## config.mk

```make
export PLATFORM = sky130hd
export DESIGN_NAME = traffic_phase_controller
export DESIGN_NICKNAME = d
export VERILOG_FILES = /design/src/rtl/traffic_phase_controller.sv
export SDC_FILE = /design/constraint.sdc
export NUM_CORES = 1
export LEC_CHECK = 0
export CORE_AREA = 2 2 108 79
export CTS_BUF_LIST = sky130_fd_sc_hd__clkbuf_16
export DETAILED_ROUTE_END_ITERATION = 12
export DIE_AREA = 0 0 110 81
export PLACE_DENSITY_LB_ADDON = 0.2
export SLEW_MARGIN = 20
export SYNTH_ARGS = -nofsm -noshare
export SYNTH_HDL_FRONTEND = slang
export SYNTH_SLANG_ARGS = --single-unit
```

## constraint.sdc

```tcl
create_clock -name clk -period 2.8 [get_ports clk]
set_clock_uncertainty 0.05 [all_clocks]
set_input_delay 0.7 -clock clk [delete_from_list [all_inputs] [get_ports clk]]
set_output_delay 0.7 -clock clk [all_outputs]
set_load 0.01 [all_outputs]
```

## src/rtl/traffic_phase_controller.sv

```systemverilog
// Master phase sequencer for a two-way intersection.
// Runs the vehicle phase FSM with a 1-second prescaler and the master_timer
// countdown. It also latches pedestrian requests and produces the
// per-direction walk enables that feed the downstream pedestrian lights.
module traffic_phase_controller #(
    parameter int TICK_DIV    = 50000000,
    parameter int GREEN_TIME  = 60,
    parameter int YELLOW_TIME = 4,
    parameter int RED_TIME    = 2,
    parameter int WALK_END    = 30
) (
    input  logic       clk,
    input  logic       reset,
    input  logic       ns_ped_req,
    input  logic       ew_ped_req,
    output logic [6:0] master_timer,
    output logic [2:0] phase,
    output logic       ns_ped_enable,
    output logic       ew_ped_enable,
    output logic       ns_red,
    output logic       ns_yellow,
    output logic       ns_green,
    output logic       ew_red,
    output logic       ew_yellow,
    output logic       ew_green
);

    localparam logic [2:0] RED_NS    = 3'd0;
    localparam logic [2:0] NS_GREEN  = 3'd1;
    localparam logic [2:0] NS_YELLOW = 3'd2;
    localparam logic [2:0] RED_EW    = 3'd3;
    localparam logic [2:0] EW_GREEN  = 3'd4;
    localparam logic [2:0] EW_YELLOW = 3'd5;

    // A one-entry counter still needs one bit, so TICK_DIV = 1 gets PW = 1.
    localparam int             PW        = (TICK_DIV > 1) ? $clog2(TICK_DIV) : 1;
    localparam logic [PW-1:0]  TICK_LAST = PW'(TICK_DIV - 1);
    localparam logic [6:0]     RED_LEN   = 7'(RED_TIME);
    localparam logic [6:0]     GREEN_LEN = 7'(GREEN_TIME);
    localparam logic [6:0]     YEL_LEN   = 7'(YELLOW_TIME);
    localparam logic [6:0]     WALK_LIM  = 7'(WALK_END);

    logic [PW-1:0] presc_q, presc_d;
    logic          tick;
    logic [2:0]    phase_q, phase_d;
    logic [6:0]    timer_q, timer_d;
    logic          ns_pending_q, ns_pending_d, ew_pending_q, ew_pending_d;
    logic          ns_active_q, ns_active_d, ew_active_q, ew_active_d;
    // Lamp bits: {ns_red, ns_yellow, ns_green, ew_red, ew_yellow, ew_green}
    logic [5:0]    lamps_q, lamps_d;
    logic          ns_enter, ew_enter;

    // Duration loaded into master_timer when a phase is entered.
    function automatic logic [6:0] phase_len(input logic [2:0] p);
        case (p)
            NS_GREEN, EW_GREEN:   phase_len = GREEN_LEN;
            NS_YELLOW, EW_YELLOW: phase_len = YEL_LEN;
            default:              phase_len = RED_LEN;
        endcase
    endfunction

    // Prescaler: one-clk tick when the count reaches TICK_DIV-1, then wrap.
    always_comb begin
        tick    = (presc_q == TICK_LAST);
        presc_d = tick ? '0 : presc_q + PW'(1);
    end

    // Phase/timer sequencing: count down on tick and advance at 1, so the
    // timer shows D..1 and a phase lasts exactly D ticks.
    always_comb begin
        phase_d = phase_q;
        timer_d = timer_q;
        if (phase_q > EW_YELLOW) begin
            phase_d = RED_NS;
            timer_d = RED_LEN;
        end else if (tick) begin
            if (timer_q > 7'd1) begin
                timer_d = timer_q - 7'd1;
            end else begin
                phase_d = (phase_q == EW_YELLOW) ? RED_NS : phase_q + 3'd1;
                timer_d = phase_len(phase_d);
            end
        end
    end

    // Request latching: a request that arrives on the green-entry clk is
    // folded into active directly, so it is served rather than lost.
    always_comb begin
        ns_enter     = (phase_d == NS_GREEN) && (phase_q != NS_GREEN);
        ew_enter     = (phase_d == EW_GREEN) && (phase_q != EW_GREEN);
        ns_pending_d = ns_enter ? 1'b0 : (ns_pending_q | ns_ped_req);
        ew_pending_d = ew_enter ? 1'b0 : (ew_pending_q | ew_ped_req);
        ns_active_d  = ns_enter ? (ns_pending_q | ns_ped_req)
                                : ((phase_d == NS_GREEN) && ns_active_q);
        ew_active_d  = ew_enter ? (ew_pending_q | ew_ped_req)
                                : ((phase_d == EW_GREEN) && ew_active_q);
    end

    // Lamp decode from the next phase so the registered lamps line up with phase.
    always_comb begin
        lamps_d = 6'b100_100;
        case (phase_d)
            NS_GREEN:  lamps_d = 6'b001_100;
            NS_YELLOW: lamps_d = 6'b010_100;
            EW_GREEN:  lamps_d = 6'b100_001;
            EW_YELLOW: lamps_d = 6'b100_010;
            default:   lamps_d = 6'b100_100;
        endcase
    end

    // State registers; reset aborts any phase in progress immediately.
    always_ff @(posedge clk or posedge reset) begin
        if (reset) begin
            presc_q      <= '0;
            phase_q      <= RED_NS;
            timer_q      <= RED_LEN;
            ns_pending_q <= 1'b0;
            ew_pending_q <= 1'b0;
            ns_active_q  <= 1'b0;
            ew_active_q  <= 1'b0;
            lamps_q      <= 6'b100_100;
        end else begin
            presc_q      <= presc_d;
            phase_q      <= phase_d;
            timer_q      <= timer_d;
            ns_pending_q <= ns_pending_d;
            ew_pending_q <= ew_pending_d;
            ns_active_q  <= ns_active_d;
            ew_active_q  <= ew_active_d;
            lamps_q      <= lamps_d;
        end
    end

    assign master_timer  = timer_q;
    assign phase         = phase_q;
    // Walk drops in the clk where the timer reaches WALK_END, the point at
    // which the downstream countdown display takes over.
    assign ns_ped_enable = ns_active_q && (phase_q == NS_GREEN) && (timer_q > WALK_LIM);
    assign ew_ped_enable = ew_active_q && (phase_q == EW_GREEN) && (timer_q > WALK_LIM);
    assign {ns_red, ns_yellow, ns_green, ew_red, ew_yellow, ew_green} = lamps_q;

endmodule
```

==> metrics, run 1 <==
status=complete, no violations; Synth cell types=47; port bufs=21; fillcell total=805; GR Overflow Total=0; Max Cap Viol=0; count leader, synth=sky130_fd_sc_hd__dfrtp_1; vias per inst=4.79; portion of the post-synthesis area used by sequential elements=49.9%; Ports=22; Core Box Area=0.00802 mm2; final net count=276; Clk Latency, worst-skew pair=0.29 ns; wire length of the first global-routing pass=8.78 mm; Crit Path Category=flip-flop to output pin; critical path data arrival time=1.92 ns; pre-CTS setup slack=0.262 ns; multiplexer area fraction after synthesis=1.78%; most frequent cells after synthesis=sky130_fd_sc_hd__dfrtp_1, sky130_fd_sc_hd__nor2_1, sky130_fd_sc_hd__nand2_1; beginning of the worst register-to-register path=presc_q[0]; Inst Count DP=366; timing-limited maximum frequency=374 MHz; DRC errors left=0; maximum number of pins on one net before global-route repair=47; biggest cell delay along the critical path=0.61 ns; combined buffer and inverter count along the critical path=1; maximum vdd ir drop=0.000266 V; antenna violations before repair=0; slack of the critical path=0.129 ns; starting utilization of the core area=28.8%; slew at the pin closest to its max-slew limit=0.583 ns; Layout Cells excl Fill=374; full die area=0.00891 mm2; count of state elements after synthesis=46; unrepaired setup endpoints after global routing=false; DR WL/cell=14.0 um; HPWL after DPL=3.68 mm; detailed-route via count=1,791; relative contribution of combinational cells to total power=1.4%; number of diodes added for antenna fixing=0; initial drt markers=68; Worst setup startpoint=master_timer[1]; final-report hold violation count=0; post-layout power=0.00136 W; GRT Total Usage=12.9%; adder-cell share of the synthesized area=2.16%; TNS Setup=0 ns; clock sink count=46; data required time at the worst endpoint=2.05 ns; internal power consumption=0.00109 W; period utilization=95.4%; x dimension of the die=110 um; first drt pass iteration count=4; buffer type at the clock tree root=sky130_fd_sc_hd__clkbuf_16; main combinational cell family by area after synthesis=simple AND/OR/NAND/NOR gates; number of nets in the synthesized netlist=244; power spent charging and discharging nets=0.000269 W; type of element capturing the critical path=output pin; row count=28; fraction of synthesized cell area taken by the top area cell type=46.5%; critical-path maximum fanout=8; register share of total power=49.0%; Cell Pwr Density=471 mW/mm2; clock slew seen by the registers of the worst setup and hold paths=0.07 ns; Critical Path Start Type=flip-flop; post-synthesis share of cell area spent on xor and xnor gates=9.09%; critical path's top delay family=flip-flops; EDFF count, synth=0; CP cell instances=nand4_1 > o21a_1 > nor3_1 > clkdlybuf4s50_1; Slew Viols, Final=0; share of power burned in the clock network=49.7%; TritonCTS clock tree=yes; Post-Synth Simple-Gate Area=25.3%; Synth Cell Area=0.00231 mm2; Min-Delay Startpoint=presc_q[19]; shortest clock period the worst path allows after layout=2.67 ns; Synth Area in Compound Gates=9.57%; Synth warnings=0; Yosys top cell by area=sky130_fd_sc_hd__dfrtp_1; share of cells above drive strength 1=11.9%; buffers from clock root to sink, at most=2; total wire length=5.22 mm; per-instance average area after synthesis=9.80 um2; Routability Congestion=0.760; worst hold path type=flip-flop to flip-flop; leakage power=1.23 nW; worst-case headroom to the max-slew limit=61.1%; Switching Fraction=19.8%; Die Y-Extent=81 um; number of nets with antenna violations after detailed routing=0; number of global-route vias before repair=1,641; total setup buffers inserted after CTS=0; growth of design area from synthesis to finish=24.5%; total of endpoints with negative setup slack in the final report=0; gate count after technology mapping=236; most common flop cell mapped by yosys=sky130_fd_sc_hd__dfrtp_1; main area contributors after synthesis=sky130_fd_sc_hd__dfrtp_1, sky130_fd_sc_hd__nor2_1, sky130_fd_sc_hd__xnor2_1; asr flop ratio synth=100%; number of H-tree branching levels=2; number of buffers inserted during clock tree synthesis=5; cell with the largest stage delay on the worst path=sky130_fd_sc_hd__dfstp_2
per-stage QoR:
step	utilization, %	cell area (um2)	hold WS, ns
3_3_place_gp	33.8	2710	0.406
4_1_cts	35.9	2880	0.430
5_1_grt	35.9	2880	0.445
3_5_place_dp	33.8	2710	0.416
2_1_floorplan	-	2310	0.390
6_report	35.9	2880	0.428
power by group through the flow:
stage	sequential, W	clock, W	combinational (W)
after global routing	0.000664	0.000718	0.0000222
final	0.000665	0.000674	0.0000184
after CTS	0.000664	0.000688	0.0000201
after global placement	0.000677	0	0.0000202
after floorplan	0.000677	0	0.00000978
after detailed placement	0.000677	0	0.0000201
final cells by class:
cell class	count	area [um2]	area share (%)
Sequential cell	46	1160	40.1
Inverter	8	30.0	1.04
Timing Repair Buffer	30	280	9.73
Clock buffer	5	125	4.34
Multi-Input combinational cell	177	1120	38.8
Tap cell	105	131	4.56
Clock inverter	3	40.0	1.39
final timing paths:
kind                       cells past startpoint         endpoint  slack (ns)
setup / recovery                               4    ns_ped_enable        0.13
hold / removal                                 1      presc_q[19]        0.43
setup reg to reg                               6      ns_active_q        0.37
hold reg to reg                                1      presc_q[19]        0.43
max in group asynchronous                      3  master_timer[0]        1.45
min in group asynchronous                      3       lamps_q[0]        0.82
layer usage:
metal | share of wire, % | up-vias | global-route usage (%)
met5 | 0 | - | 0
met1 | 57 | 840 | 21.7
met2 | 37 | 39 | 15.4
met4 | 1.3 | 0 | 4.30
li1 | - | 903 | -
met3 | 4.4 | 9 | 2.73
worst reg2reg max path, delay by kind of cell, from the launching register on:
kind | cells | cell delay (ns)
AO/OA/AOI/OAI | 1 | 0.14
adder cells (fa/ha/maj) | 1 | 0.27
flip-flops | 1 | 0.42
AND/OR/NAND/NOR | 4 | 1.48
cell families (layout without fill, tap and decap cells):
family | Yosys count | after routing
xor+xnor | 24 | 24
mux | 4 | 4
compound gates | 34 | 34
buf+inv | 13 | 46
fa+ha+maj | 4 | 4
simple gates | 111 | 111
flops | 46 | 46
cells in the final DEF (no fill, tap or decap), types with 3 or more instances in the layout:
cell type | Yosys | layout
sky130_fd_sc_hd__mux2i_1 | 3 | 3
sky130_fd_sc_hd__buf_4 | 0 | 9
sky130_fd_sc_hd__dfrtp_1 | 43 | 42
sky130_fd_sc_hd__and4_1 | 4 | 4
sky130_fd_sc_hd__dfstp_2 | 3 | 3
sky130_fd_sc_hd__a21oi_1 | 10 | 10
sky130_fd_sc_hd__or4_1 | 3 | 3
sky130_fd_sc_hd__xnor2_1 | 12 | 12
sky130_fd_sc_hd__nand3_1 | 16 | 16
sky130_fd_sc_hd__xor2_1 | 12 | 12
sky130_fd_sc_hd__and3_1 | 5 | 5
sky130_fd_sc_hd__clkbuf_16 | 0 | 5
sky130_fd_sc_hd__inv_1 | 8 | 6
sky130_fd_sc_hd__ha_1 | 4 | 4
sky130_fd_sc_hd__nor3_1 | 5 | 5
sky130_fd_sc_hd__nor2_1 | 29 | 29
sky130_fd_sc_hd__o21a_1 | 3 | 3
sky130_fd_sc_hd__nand4_1 | 9 | 9
sky130_fd_sc_hd__clkdlybuf4s50_1 | 0 | 20
sky130_fd_sc_hd__o21ai_0 | 6 | 6
sky130_fd_sc_hd__nand2_1 | 22 | 21
repair_timing:
item	CTS	global route
endpoints found under the setup margin	1	2
resized for setup	2	2
hold buffers	0	0
endpoints found under the hold margin	0	0
state kept, by name (all words and copies together) (netlist names):
name          count
presc_q          26
ns_active_q       1
ns_pending_q      1
phase             3
ew_active_q       1
ew_pending_q      1
lamps_q           6
master_timer      7
No activity file was read; power rests on OpenSTA's default activity.
==> run 2, diff against run 1 <==
Settings changed: MAX_ROUTING_LAYER from default to met4.
==> metrics, run 2 (synthesis gave the netlist of run 1 again) <==
maximum vdd ir drop=0.000266 V; Critical Path Start Type=flip-flop; GR Overflow Total=0; total setup buffers inserted after CTS=0; share of cells above drive strength 1=11.9%; area of the multi-input gates=0.00112 mm2; Clk Latency, worst-skew pair=0.29 ns; Die Y-Extent=81 um; buffers from clock root to sink, at most=2; most frequent cells in the layout=sky130_fd_sc_hd__dfrtp_1, sky130_fd_sc_hd__nor2_1, sky130_fd_sc_hd__nand2_1; starting utilization of the core area=28.8%; post-layout power=0.00136 W; TNS Setup=0 ns; shortest clock period the worst path allows after layout=2.67 ns; detailed-route via count=1,784; growth of design area from synthesis to finish=24.5%; Cell Pwr Density=471 mW/mm2; number of global-route vias before repair=1,642; number of H-tree branching levels=2; count of hold buffers inserted by post-cts repair=0; data required time at the worst endpoint=2.05 ns; Max Cap Viol=0; clock sink count=46; final-report hold violation count=0; wire length of the first global-routing pass=8.78 mm; number of diodes added for antenna fixing=0; Slew Viols, Final=0; DR WL/cell=13.9 um; timing-limited maximum frequency=374 MHz; total of endpoints with negative setup slack in the final report=0; x dimension of the die=110 um; critical-path maximum fanout=8; first drt pass iteration count=5; number of nets with antenna violations after detailed routing=0; Core Box Area=0.00802 mm2; unrepaired setup endpoints after global routing=false; total wire length=5.20 mm; DRC errors left=0; largest reg by FF count=presc_q; fillcell total=805; initial drt markers=68; maximum number of pins on one net before global-route repair=47; worst-case headroom to the max-slew limit=61.2%; buffer type at the clock tree root=sky130_fd_sc_hd__clkbuf_16; Crit Path Category=flip-flop to output pin; full die area=0.00891 mm2; number of buffers inserted during clock tree synthesis=5; final net count=276; most frequent standard cell in the layout excluding fill and tap cells=sky130_fd_sc_hd__dfrtp_1; status=complete, no violations; antenna violations before repair=0; period utilization=95.4%; Post-Route Hold Slack=0.428 ns; row count=28; critical path data arrival time=1.92 ns; type of element capturing the critical path=output pin; Ports=22; slew at the pin closest to its max-slew limit=0.582 ns; sequential standard cell area=0.00116 mm2; flip-flop count of the largest register after layout=26; port bufs=21; clock slew seen by the registers of the worst setup and hold paths=0.07 ns; leakage power=1.23 nW; Finished Core Util=35.9%; vias per inst=4.77; GRT Total Usage=13.3%; HPWL after DPL=3.68 mm; TritonCTS clock tree=yes; Routability Congestion=0.770; worst hold path type=flip-flop to flip-flop
[run 2: cell counts in the layout (fill, tap and decap cells not counted)]
No cell type changed its count.
[run 2: final timing paths]
path                                  from               to  slack (ns)  cells past startpoint
max                        master_timer[1]    ns_ped_enable        0.13                      4
min                            presc_q[19]      presc_q[19]        0.43                      1
max reg2reg                     presc_q[0]      ns_active_q        0.38                      6
min reg2reg                    presc_q[19]      presc_q[19]        0.43                      1
max in group asynchronous            reset  master_timer[0]        1.45                      3
min in group asynchronous            reset       lamps_q[0]        0.82                      3
[run 2: final cells by class]
cell class                      count  area share, %
Multi-Input combinational cell    177           38.8
Sequential cell                    46           40.1
Tap cell                          105           4.56
Inverter                            8           1.04
Timing Repair Buffer               30           9.73
Clock inverter                      3           1.39
Clock buffer                        5           4.34
[run 2: critical path, stage by stage, from the launching register on]
cell	delay (ns)
sky130_fd_sc_hd__dfstp_2	0.61
sky130_fd_sc_hd__nand4_1	0.11
sky130_fd_sc_hd__o21a_1	0.23
sky130_fd_sc_hd__nor3_1	0.13
sky130_fd_sc_hd__clkdlybuf4s50_1	0.56
[run 2: per-layer routing]
layer / vias up / routed length, um / share of wire (%) / track usage [%]
met5: - / 0 / 0 / -
met4: 0 / 59 / 1.1 / 4.30
met3: 5 / 188 / 3.6 / 2.65
met2: 34 / 1940 / 37 / 15.4
met1: 841 / 3010 / 58 / 21.7
li1: 904 / - / - / -
[run 2: power by group]
part	switching, W	internal (W)
clock	0.000256	0.000418
combinational	0.0000136	0.00000479
sequential	0.0000000000000000000607	0.000665
[run 2: what timing repair did]
item / 4_1_cts / 5_1_grt
resized for setup: 2 / 2
pin swaps: 0 / 0
endpoints found under the setup margin: 1 / 2
[run 2: stage by stage]
step	area [um2]	instances	worst slack (ns)
5_1_grt	2880	374	0.0393
2_1_floorplan	2310	236	0.554
3_5_place_dp	2710	366	0.262
6_report	2880	374	0.129
4_1_cts	2880	374	0.0303
3_3_place_gp	2710	366	0.306
==> run 3, diff against run 2 <==
Settings changed: CORE_AREA 2 2 108 79 to 2 2 91 93, DIE_AREA 0 0 110 81 to 0 0 93 95.
==> metrics, run 3 (synthesis gave the netlist of run 1 again) <==
growth of design area from synthesis to finish=26.1%; internal power consumption=0.00118 W; total wire length=5.09 mm; TritonCTS clock tree=yes; maximum vdd ir drop=0.000347 V; unrepaired setup endpoints after global routing=false; met3 Resource Use GR=2.63%; number of buffers inserted during clock tree synthesis=5; Post-Route Hold Slack=0.425 ns; timing-limited maximum frequency=418 MHz; initial drt markers=111; clock slew seen by the registers of the worst setup and hold paths=0.06 ns; x dimension of the die=93 um; largest reg by FF count=presc_q; Max Cap Viol=0; Die Y-Extent=95 um; most frequent standard cell in the layout excluding fill and tap cells=sky130_fd_sc_hd__dfrtp_1; pre-CTS setup slack=0.285 ns; period utilization=85.5%; clock sink count=46; Clk Latency, worst-skew pair=0.28 ns; relative contribution of combinational cells to total power=1.5%; Slew Viols, Final=0; met1 track demand over resource in global routing=18.2%; GRT Total Usage=13.4%; share of cells above drive strength 1=11.9%; total of endpoints with negative setup slack in the final report=0; slack of the critical path=0.405 ns; final-report hold violation count=0; worst-case headroom to the max-slew limit=65.7%; Cell Pwr Density=495 mW/mm2; share of power burned in the clock network=52.5%; DRC errors left=0; critical path data arrival time=2.55 ns; wire length of the first global-routing pass=8.98 mm; shortest clock period the worst path allows after layout=2.39 ns; row count=33; starting utilization of the core area=29.2%; maximum number of pins on one net before global-route repair=47; number of diodes added for antenna fixing=0; total setup buffers inserted after CTS=0; buffer type at the clock tree root=sky130_fd_sc_hd__clkbuf_16; status=complete, no violations; number of H-tree branching levels=2; fillcell total=803; count of hold buffers inserted by post-cts repair=0; worst hold path type=flip-flop to flip-flop; most frequent cells in the layout=sky130_fd_sc_hd__dfrtp_1, sky130_fd_sc_hd__nor2_1, sky130_fd_sc_hd__nand2_1; Crit Path Category=flip-flop to flip-flop; slew at the pin closest to its max-slew limit=0.513 ns; Finished Core Util=36.8%; final net count=275; Routability Congestion=0.810; number of nets with antenna violations after detailed routing=0; full die area=0.00884 mm2; leakage power=1.25 nW; detailed-route via count=1,793; critical-path maximum fanout=7; TNS Setup=0 ns; flip-flop count of the largest register after layout=26; first drt pass iteration count=4; vias per inst=4.81; antenna violations before repair=0; global route hottest layer=met2; power spent charging and discharging nets=0.000259 W; HPWL after DPL=3.59 mm; Ports=22; Core Box Area=0.00793 mm2; Critical Path Start Type=flip-flop; met2 Resource Use GR=20.3%; register share of total power=46.1%; buffers from clock root to sink, at most=2; DR WL/cell=13.7 um; GR Overflow Total=0; type of element capturing the critical path=flip-flop; post-layout power=0.00144 W; Switching Fraction=18.0%; port bufs=21; data required time at the worst endpoint=2.96 ns; number of global-route vias before repair=1,775
## run 3: worst paths after layout
path / start / end / slack (ns) / depth (start not counted)
max in group asynchronous: reset / master_timer[1] / 1.71 / 3
min in group asynchronous: reset / presc_q[13] / 0.71 / 3
setup / recovery: presc_q[0] / ns_active_q / 0.41 / 6
setup reg to reg: presc_q[0] / ns_active_q / 0.41 / 6
hold reg to reg: ew_pending_q / ew_pending_q / 0.42 / 1
hold / removal: ew_pending_q / ew_pending_q / 0.42 / 1
## run 3: metal layers
layer	up-vias	routed length, um
met3	2	119
met5	-	0
li1	903	-
met2	25	2320
met4	0	25
met1	863	2630
## run 3: final cells by class
type	count	area (um2)	share of cell area [%]
tap	105	131	4.50
clock inverter	3	68.8	2.36
inverter	8	30.0	1.03
multi-input combinational	177	1120	38.3
clock buffer	5	125	4.29
sequential	46	1160	39.7
timing repair buffer	29	288	9.86
## run 3: through the flow
| stage | cells | instance area (um2) |
|---|---|---|
| after floorplan | 236 | 2310 |
| after global placement | 365 | 2710 |
| after detailed placement | 365 | 2710 |
| after CTS | 373 | 2910 |
| after global routing | 373 | 2920 |
| final | 373 | 2920 |
## run 3: what timing repair did
item | 4_1_cts | 5_1_grt
endpoints found under the setup margin | 1 | 2
cloned | 0 | 0
endpoints found under the hold margin | 0 | 0
gates resized for setup | 1 | 5
## run 3: power groups by stage
stage / clock network (W) / registers [W] / logic (W)
after floorplan: 0 / 0.000677 / 0.00000978
after global placement: 0 / 0.000677 / 0.0000225
after detailed placement: 0 / 0.000677 / 0.0000223
after CTS: 0.000782 / 0.000664 / 0.0000225
after global routing: 0.000823 / 0.000664 / 0.0000245
final: 0.000758 / 0.000665 / 0.0000212
## run 3: worst max-delay path: stages (launching register included)
cell	delay, ns
sky130_fd_sc_hd__dfrtp_1	0.41
sky130_fd_sc_hd__ha_1	0.26
sky130_fd_sc_hd__nand2_1	0.09
sky130_fd_sc_hd__or4_1	0.50
sky130_fd_sc_hd__or3_1	0.47
sky130_fd_sc_hd__or3_1	0.39
sky130_fd_sc_hd__a21oi_1	0.14
==> edit 1, RTL diff (config.mk and constraints of run 1) <==
Make the reset (`reset`) synchronous in one clocked block.
--- a/src/rtl/traffic_phase_controller.sv
+++ b/src/rtl/traffic_phase_controller.sv
@@ -110,5 +110,5 @@
 
     // State registers; reset aborts any phase in progress immediately.
-    always_ff @(posedge clk or posedge reset) begin
+    always_ff @(posedge clk) begin
         if (reset) begin
             presc_q      <= '0;
Check against the original RTL: same outputs for any inputs over 10 cycles, from zero or initial values and one cycle with reset high; that may be too few to reach the edited logic, so the function may still have changed.
==> edit 1 against run 1 <==
- setup slack improved by 0.0018 ns
- sequential cell count unchanged
- sequential power about the same
- area after synthesis is 4.3% higher
- final area increased by 1.7%
- combinational power rose by 83%
- critical path depth rose by 1
- die area is the same
- worst hold slack got worse by 0.0098 ns
- first-iteration DRC count is 5.9% higher
- cell count up 7.5%
- routed wire length grew 9.1%
- total power increased by 1.6%
- largest power group unchanged
==> edit 1: results <==
grt:
  grtUsageTotal_pct: 13.56
  grt_max_degree: 26
  grt_pass1_vias: 1953
  use_met2_pct: 19.39
  grt_pass1_wl_um: 9535
  use_met1_pct: 20.53
layout:
  signal_buffers: 30
  n_fill_cell: 820
  nMultiInputCombCells: 206
  inverters: 7
  multi_input_area_um2: 1405
  stdcell_count: 402
  final-clk-cell-share_pct: 5.807
  final_layout_size_suffix_gt1_share_pct: 13.47
  bufAreaShareNonClock_pct: 9.436
  final-seq-area_um2: 920.9
  fin_util_pct: 36.53
  seq_cells: 46
  fin_nets: 304
synthesis:
  synth_common_cells: "dfxtp_1, nor2_1, a21oi_1"
  yosys_warnings: 0
  syn_nets: 279
  async_reset_ff_share_pct: 0
  synth_adder_area_share_pct: 2.074
  yosysSeqAreaShare_pct: 38.15
  yosys.area_share.xor_xnor_pct: 4.355
  synthMuxAreaShare_pct: 5.754
  ys.flop_type: "dfxtp_1"
  ys_types: 56
  synth-compound-area-share_pct: 15.60
  syn_avg_cell_area_um2: 8.906
  yosys.area.top_type: "dfxtp_1"
  synth_area_leaders: "dfxtp_1, nor2_1, a21oi_1"
power_and_ir_drop:
  combPwrFrac_pct: 2.4
  p_seq_share_pct: 48.2
  intPower_mw: 1.095
  p_sw_share_pct: 20.56
  leakage_nw: 1.004
  ir_worst_vdd_uv: 276.0
worst_setup_path:
  critPathLaunch: "master_timer[0]"
  reg2reg_slack_ns: 0.54
  path_max_fanout: 6
  reg2reg_from: "master_timer[1]"
  cp-endpoint: "ew_ped_enable"
  r2r_end: "ew_active_q"
placement:
  dp_hpwl_um: 4090
  gp_congestion: 0.8794
  pre_cts_slack_ns: 0.2884
  placed_area_um2: 2761
  placed_cells: 394
timing:
  setup_ws_ns: 0.1312
  maxSlewHeadroom_pct: 67.19
routing:
  m1WireLength_um: 3106
  met3_length_um: 229
  drt_iter0_markers: 72
  viasPerCell: 5.192
  detail_route.wl_per_cell_um: 14.18
status:
  status: "complete, no violations"
==> edit 1: cell count changes in the layout (fill, tap and decap cells not counted), sizes merged, moves of 6 or more <==
cell,run 1,this run
dfrtp,43,0
xor2,12,5
dfxtp,0,46
nand2,22,16
o31ai,1,7
or3,2,8
a21oi,10,20
==> edit 1: critical path, stage by stage, from the launching register on <==
cell,delay [ns]
dfxtp_1,0.41
inv_1,0.11
ha_1,0.20
o21a_1,0.24
nor2_1,0.13
clkdlybuf4s50_1,0.54
==> edit 1: worst min path at each step <==
stage                           start     endpoint  slack, ns  cells past startpoint
after global placement     presc_q[0]   presc_q[0]       0.40                      1
after floorplan            presc_q[0]   presc_q[0]       0.38                      1
after CTS                  presc_q[0]   presc_q[0]       0.43                      1
after global routing      presc_q[25]  presc_q[25]       0.46                      2
final                      presc_q[0]   presc_q[0]       0.42                      1
after detailed placement   presc_q[0]   presc_q[0]       0.41                      1
==> edit 1: timing repair <==
item                       CTS  global route
gates resized for setup      1             0
hold buffers                 0             0
setup endpoints to repair    1             0
==> edit 2, RTL diff (flow settings as in run 1) <==
Made on the original files. Change the parameter `TICK_DIV` from 50000000 to 200000000.
--- a/src/rtl/traffic_phase_controller.sv
+++ b/src/rtl/traffic_phase_controller.sv
@@ -4,5 +4,5 @@
 // per-direction walk enables that feed the downstream pedestrian lights.
 module traffic_phase_controller #(
-    parameter int TICK_DIV    = 50000000,
+    parameter int TICK_DIV    = 200000000,
     parameter int GREEN_TIME  = 60,
     parameter int YELLOW_TIME = 4,
Function: same outputs for any inputs over 10 cycles, from zero or initial values and one cycle with reset high; that may be too few to reach the edited logic, so the function may still have changed.
==> edit 2 against run 1 <==
- routed wire length grew 5.9%
- non-clock buffer count stayed put
- final area rose by 5.1%
- sequential share of layout area down 0.29 points
- area after synthesis grew 7.2%
- via count grew 7.0%
- total power rose by 1.9%
- critical path depth is 1 higher
- sequential cell count increased by 2
- setup slack improved by 0.22 ns
- largest cell class is now multi-input gates
==> edit 2: results <==
layout:
  final-clk-cell-share_pct: 5.415
  fin_nets: 294
  multi_input_area_share_pct: 40.06
  final_layout_size_suffix_gt1_share_pct: 9.756
  n_fill_cell: 784
  final-seq-area_um2: 1206
  bufAreaShareNonClock_pct: 9.343
synthesis:
  synthMuxAreaShare_pct: 1.211
  yosysSeqAreaShare_pct: 48.59
  syn_nets: 265
  synth_adder_area_share_pct: 2.018
  yosys.area_share.xor_xnor_pct: 8.476
  synth_area_leaders: "dfrtp_1, nor2_1, xor2_1"
  synth-compound-area-share_pct: 11.10
timing:
  whs_ns: 0.4347
worst_setup_path:
  r2r_end: "master_timer[1]"
  slowest_delay_ns: 0.58
  reg2reg_depth: 7
  arrival_ns: 1.70
  reg2reg_slack_ns: 0.51
  path_max_fanout: 6
status:
  status: "complete, no violations"
power_and_ir_drop:
  intPower_mw: 1.116
routing:
  m1WireLength_um: 3066
  met3_length_um: 247
  viasPerCell: 4.888
clocking:
  cts-resized-gates: 0
grt:
  grt_util_met3_pct: 3.210
  use_met2_pct: 18.77
  grt_max_degree: 25
  grtUsageTotal_pct: 13.81
  grt_pass1_vias: 1891
min_path:
  holdPathEnd: "ew_pending_q"
  min-delay-start: "ew_pending_q"
==> edit 2: power groups by stage <==
stage / Clock (mW) / Sequential (mW) / Combinational [mW]
global placement: 0 / 0.706 / 0.0216
CTS: 0.687 / 0.693 / 0.0213
detailed placement: 0 / 0.706 / 0.0212
floorplan: 0 / 0.706 / 0.0101
finish: 0.669 / 0.693 / 0.0200
global route: 0.722 / 0.693 / 0.0237
==> edit 2: worst max-delay path by stage <==
stage                         start            end  slack, ns  cells past startpoint
detailed placement  master_timer[0]  ew_ped_enable       0.33                      6
CTS                 master_timer[0]  ew_ped_enable     0.0008                      6
finish              master_timer[1]  ew_ped_enable       0.35                      5
global route        master_timer[1]  ew_ped_enable       0.23                      5
global placement    master_timer[0]  ew_ped_enable       0.33                      6
floorplan           master_timer[1]       phase[2]       0.68                      7
==> edit 2: stage by stage <==
step	utilization, %	instance area, um2	instances
CTS	37.65	3020	392
floorplan	-	2480	257
finish	37.73	3027	392
detailed placement	35.61	2856	384
global placement	35.61	2856	384
global route	37.73	3027	392
